--- config.mk ---
export PLATFORM = sky130hd
export DESIGN_NAME = muldiv_unit
export DESIGN_NICKNAME = d
export VERILOG_FILES = /design/src/rtl/muldiv_unit.sv
export SDC_FILE = /design/constraint.sdc
export NUM_CORES = 1
export LEC_CHECK = 0
export ABC_AREA = 1
export CAP_MARGIN = 20
export CORE_UTILIZATION = 50
export CTS_BUF_LIST = sky130_fd_sc_hd__clkbuf_16
export DETAILED_ROUTE_END_ITERATION = 10
export PLACE_DENSITY = 0.74
export SLEW_MARGIN = 10
export SYNTH_ARGS = -nofsm -noshare
export SYNTH_HDL_FRONTEND = slang
export SYNTH_SLANG_ARGS = --single-unit
--- constraint.sdc ---
create_clock -name clk -period 2.5 [get_ports clk]
set_input_delay 0.5 -clock clk [delete_from_list [all_inputs] [get_ports clk]]
set_output_delay 0.5 -clock clk [all_outputs]
set_load 0.03 [all_outputs]
--- src/rtl/muldiv_unit.sv ---
// Iterative 24-bit multiply/divide unit: shift-add MUL/MULH, restoring DIVU/REMU, fixed 25-cycle latency.
// Define MULDIV_DIV_EN to build the divider; without it ops 10/11 return zero with identical timing.
module muldiv_unit #(
  parameter int WIDTH = 24
) (
  input  logic             clk,
  input  logic             rst,
  input  logic             start,
  input  logic [1:0]       op,
  input  logic [WIDTH-1:0] a,
  input  logic [WIDTH-1:0] b,
  input  logic [3:0]       rd_in,
  output logic             busy,
  output logic             done,
  output logic [WIDTH-1:0] result,
  output logic [3:0]       rd_out
);

  typedef enum logic [1:0] {IDLE, RUN, DONE} state_t;

  state_t             state, state_nx;
  logic [2*WIDTH-1:0] acc, acc_nx;
  logic [WIDTH-1:0]   areg, breg, res_nx;
  logic [1:0]         opreg;
  logic [3:0]         rdreg;
  logic [4:0]         cnt;
  logic               last;

  assign last = (cnt == 5'(WIDTH-1));

  always_ff @(posedge clk) begin
    if (rst) state <= IDLE;
    else     state <= state_nx;
  end

  always_comb begin
    state_nx = state;
    busy     = 1'b0;
    done     = 1'b0;
    case (state)
      IDLE: if (start) state_nx = RUN;
      RUN: begin
        busy = 1'b1;
        if (last) state_nx = DONE;
      end
      DONE: begin
        done     = 1'b1;
        state_nx = IDLE;
      end
      default: state_nx = IDLE;
    endcase
  end

`ifdef MULDIV_DIV_EN
  // 25-bit trial value: partial remainder shifted left with the next dividend bit.
  logic [WIDTH:0]   trial;
  logic [WIDTH-1:0] rem_sub;
`endif

  // acc holds the product for multiplies, {remainder, quotient} for divides.
  always_comb begin
    acc_nx = acc;
`ifdef MULDIV_DIV_EN
    trial   = {acc[2*WIDTH-1:WIDTH], areg[WIDTH-1]};
    rem_sub = trial[WIDTH-1:0] - breg;
`endif
    if (!opreg[1]) begin
      acc_nx = {acc[2*WIDTH-2:0], 1'b0} + (breg[WIDTH-1] ? {{WIDTH{1'b0}}, areg} : '0);
    end
`ifdef MULDIV_DIV_EN
    else if (trial >= {1'b0, breg}) begin
      acc_nx = {rem_sub, acc[WIDTH-2:0], 1'b1};
    end else begin
      acc_nx = {trial[WIDTH-1:0], acc[WIDTH-2:0], 1'b0};
    end
`endif
  end

`ifdef MULDIV_DIV_EN
  assign res_nx = opreg[0] ? acc_nx[2*WIDTH-1:WIDTH] : acc_nx[WIDTH-1:0];
`else
  assign res_nx = opreg[1] ? '0 : (opreg[0] ? acc_nx[2*WIDTH-1:WIDTH] : acc_nx[WIDTH-1:0]);
`endif

  always_ff @(posedge clk) begin
    if (rst) begin
      acc    <= '0;
      cnt    <= '0;
      areg   <= '0;
      breg   <= '0;
      opreg  <= '0;
      rdreg  <= '0;
      result <= '0;
      rd_out <= '0;
    end else begin
      case (state)
        IDLE: if (start) begin
          acc   <= '0;
          cnt   <= '0;
          areg  <= a;
          breg  <= b;
          opreg <= op;
          rdreg <= rd_in;
        end
        RUN: begin
          acc <= acc_nx;
          cnt <= cnt + 5'd1;
          // Multiplier bits and dividend bits are both consumed MSB first.
          if (opreg[1]) areg <= {areg[WIDTH-2:0], 1'b0};
          else          breg <= {breg[WIDTH-2:0], 1'b0};
          if (last) begin
            result <= res_nx;
            rd_out <= rdreg;
          end
        end
        default: ;
      endcase
    end
  end

endmodule

==> metrics.md <==
| Metric | Value |
|---|---|
| Yosys cell types | `35` |
| Initial antenna violation count | `0` |
| PwrDens | `497 mW/mm²` |
| Global-route wire length before repair | `48.9 mm` |
| Critical path launch point type | `register` |
| Max transition margin | `0.265` |
| LEAKAGE | `0.00554 µW` |
| Top-area cell type share of the netlist area | `0.306` |
| Area leader, netlist | `dfxtp_1` |
| Area grow syn2layout | `40.1%` |
| Fmax | `0.399 GHz` |
| Area contributors post-synth | `dfxtp_1 (31%), nand2_1 (24%), nand3_1 (6.8%)` |
| VDD IR max | `393 µV` |
| Commonest non-fill, non-tap cell in the layout | `nand2_1` |
| Die height | `136 µm` |
| Largest buffer count on any clock path | `2` |
| Drt total wl | `33.4 mm` |
| Ports | `87` |
| DIE WIDTH | `136 µm` |
| Nets@finish | `1727` |
| Final hold viol count | `0` |
| Fraction of the cycle the final worst path needs | `1.00` |
| Setup slack at placement | `-112 ps` |
| RR Startpoint | `breg[23]$_SDFFE_PP0P_` |
| # fillers | `1466` |
| Critical Path AT | `2810 ps` |
| RSZ-0062 raised after global routing | `yes` |
| Fin. max-slew vios | `0` |
| H-tree levels | `4` |
| Commonest cells after routing, fill and taps aside | `nand2_1 (473), dfxtp_1 (136), inv_1 (111), nand3_1 (95), buf_4 (94)` |
| Remaining DRCs | `0` |
| TritonCTS buffer count | `17` |
| Routed WL per cell | `17.7 µm` |
| TritonCTS Sinks | `137` |
| Footprint of the multi-input gates | `0.00648 mm²` |
| Port Buffer Count | `86` |
| Worst-path clk slew | `70 ps` |
| Post-Syn Area | `0.00897 mm²` |
| Failing checks | `negative setup slack` |
| Gpl congestion | `1.00` |
| Pin slew with the least headroom to its limit | `1100 ps` |
| Tot GR Track Use | `0.348` |
| Syn Nets | `1578` |
| Die area | `0.0185 mm²` |
| Cell row count | `48` |
| Reg area | `0.00275 mm²` |
| Worst min path class | `in -> reg` |
| Fraction of registers with async set/reset | `0` |
| Crit. End Element | `register` |
| Clock skew | `14.3 ps` |
| Hold Startpoint | `rst` |
| DPL Wire Length | `23.1 mm` |
| Setup WS post-layout | `-8.35 ps` |
| Vias/cell | `5.64` |
| Cells after synthesis | `1496` |
| Maximum Capacitance Violations | `0` |
| Root buf cell | `clkbuf_16` |
| Final setup fails | `1` |
| Initial Utilization | `0.515` |
| Routed Antenna Nets | `0` |
| DR iter-0 viols | `1069` |
| Ys flop type | `dfxtp_1` |
| Core box area | `0.0174 mm²` |
| Tmin final | `2510 ps` |
| Layout cell share with drive strength beyond 1 | `0.267` |
| Register area share after synthesis | `0.306` |
| Yosys warnings | `0` |
| N_diodes | `0` |
| CP Data Required Time | `2800 ps` |
| Number of flops mapped to enable cells by yosys | `0` |
| Crit-path max FO | `6` |
| Seq cells post-synth | `137` |
| Critical path class | `reg -> reg` |
| Pin count of the biggest net entering global routing | `86` |
| Hold Worst Slack | `435 ps` |
| Vias | `10615` |
| Worst skew pair latency | `440 ps` |
| Drt pass-1 iters | `5` |
| Syn Area/Cell | `6.00 µm²` |
| Clock tree from TritonCTS | `yes` |
| Gr ovfl total | `0` |
| Critical Path Source | `breg[23]$_SDFFE_PP0P_` |
| Vias in the first global route | `9459` |
| Status | `finished, violations left` |
| Total negative slack | `-8.35 ps` |
sequential cells by signal, summed over array words and instances, names as in the netlist:
| register | flops |
|---|---|
| breg | 24 |
| state | 2 |
| rd_out | 4 |
| areg | 24 |
| acc | 48 |
| cnt | 5 |
| result | 24 |
| opreg | 2 |
| rdreg | 4 |
worst max-delay path, stage by stage, from the launching register on:
cell       delay (ps)
dfxtp_4           430
clkbuf_16         190
nand2_1            70
inv_2              80
ha_4              220
nand2_4           100
inv_2              30
nand2_1            50
nand2_1            60
nand3b_1          290
nand2_1           190
nand2_2           100
nand2_2            90
nand3_2           110
nand2_2           140
a21oi_2            60
nand2_1           110
a21oi_2            50
repair_timing:
action,CTS,global route
endpoints found under the setup margin,24,60
buffers inserted,3,12
resized for setup,24,280
hold buffers,0,0
cloned,0,3
pin swaps,6,97
cells by family after synthesis:
logic type | synth area share
XOR/XNOR | 0.00391
buffers and inverters | 0.0968
adder cells (fa/ha/maj) | 0.0357
AND/OR/NAND/NOR | 0.404
flip-flops | 0.306
AO/OA/AOI/OAI | 0.153
layout make-up:
type / count / area share
Tap cell: 225 / 0.0224
Clock buffer: 17 / 0.0338
Inverter: 160 / 0.0484
Timing Repair Buffer: 198 / 0.147
Sequential cell: 137 / 0.218
Multi-Input combinational cell: 1131 / 0.515
Clock inverter: 15 / 0.0146
stage by stage:
step           std cells   util  cell area [µm²]  total power, µW
6_report            1883  0.722            12600             6250
5_1_grt             1883  0.722            12600             6450
4_1_cts             1868  0.653            11400             6080
3_5_place_dp        1833  0.610            10600             3400
3_3_place_gp        1833  0.610            10600             3390
2_1_floorplan       1496      -             8970             2980
path summary, 6_finish.rpt:
kind	endpoint	slack, ps	cells after the start
max	result[18]$_SDFFE_PP0P_	-8	17
min reg2reg	result[8]$_SDFFE_PP0P_	460	2
min	state[1]$_SDFFE_PP0P_	440	2
max reg2reg	result[18]$_SDFFE_PP0P_	-8	17
Yosys cell counts, types with 2 or more instances:
| master | number |
|---|---|
| nand2_1 | 563 |
| inv_1 | 141 |
| dfxtp_1 | 137 |
| nand3_1 | 122 |
| a21oi_1 | 111 |
| o21ai_0 | 72 |
| nor2_1 | 69 |
| clkbuf_1 | 52 |
| a31oi_1 | 47 |
| ha_1 | 24 |
| inv_2 | 17 |
| nand4_1 | 16 |
| nand2_2 | 14 |
| nor2_2 | 13 |
| or2_1 | 12 |
| or2_2 | 12 |
| buf_2 | 10 |
| o21ai_1 | 9 |
| nor3_2 | 8 |
| buf_1 | 6 |
| nor3_1 | 6 |
| o22ai_1 | 5 |
| a21oi_2 | 4 |
| nand3b_1 | 4 |
| xnor2_1 | 4 |
| nor2_4 | 3 |
| o211ai_1 | 3 |
| clkinv_1 | 2 |
| nand3_2 | 2 |
| nor3b_1 | 2 |
| o21bai_1 | 2 |
layer usage:
layer  up-vias  part of all wire  global-route usage
li1       5146                 -                   -
met1      4935              0.43               0.456
met2       453              0.47               0.556
met3        81             0.066              0.0544
met4         0             0.041               0.165
met5         -                 0                   0
where the power goes:
| group | leakage, µW | switching (µW) | internal (µW) | total (µW) |
|---|---|---|---|---|
| Combinational | 0.00413 | 686 | 458 | 1140 |
| Sequential | 0.00112 | 117 | 2300 | 2420 |
| Clock | 0.000297 | 1170 | 1520 | 2680 |
No activity file was read; power rests on OpenSTA's default activity.
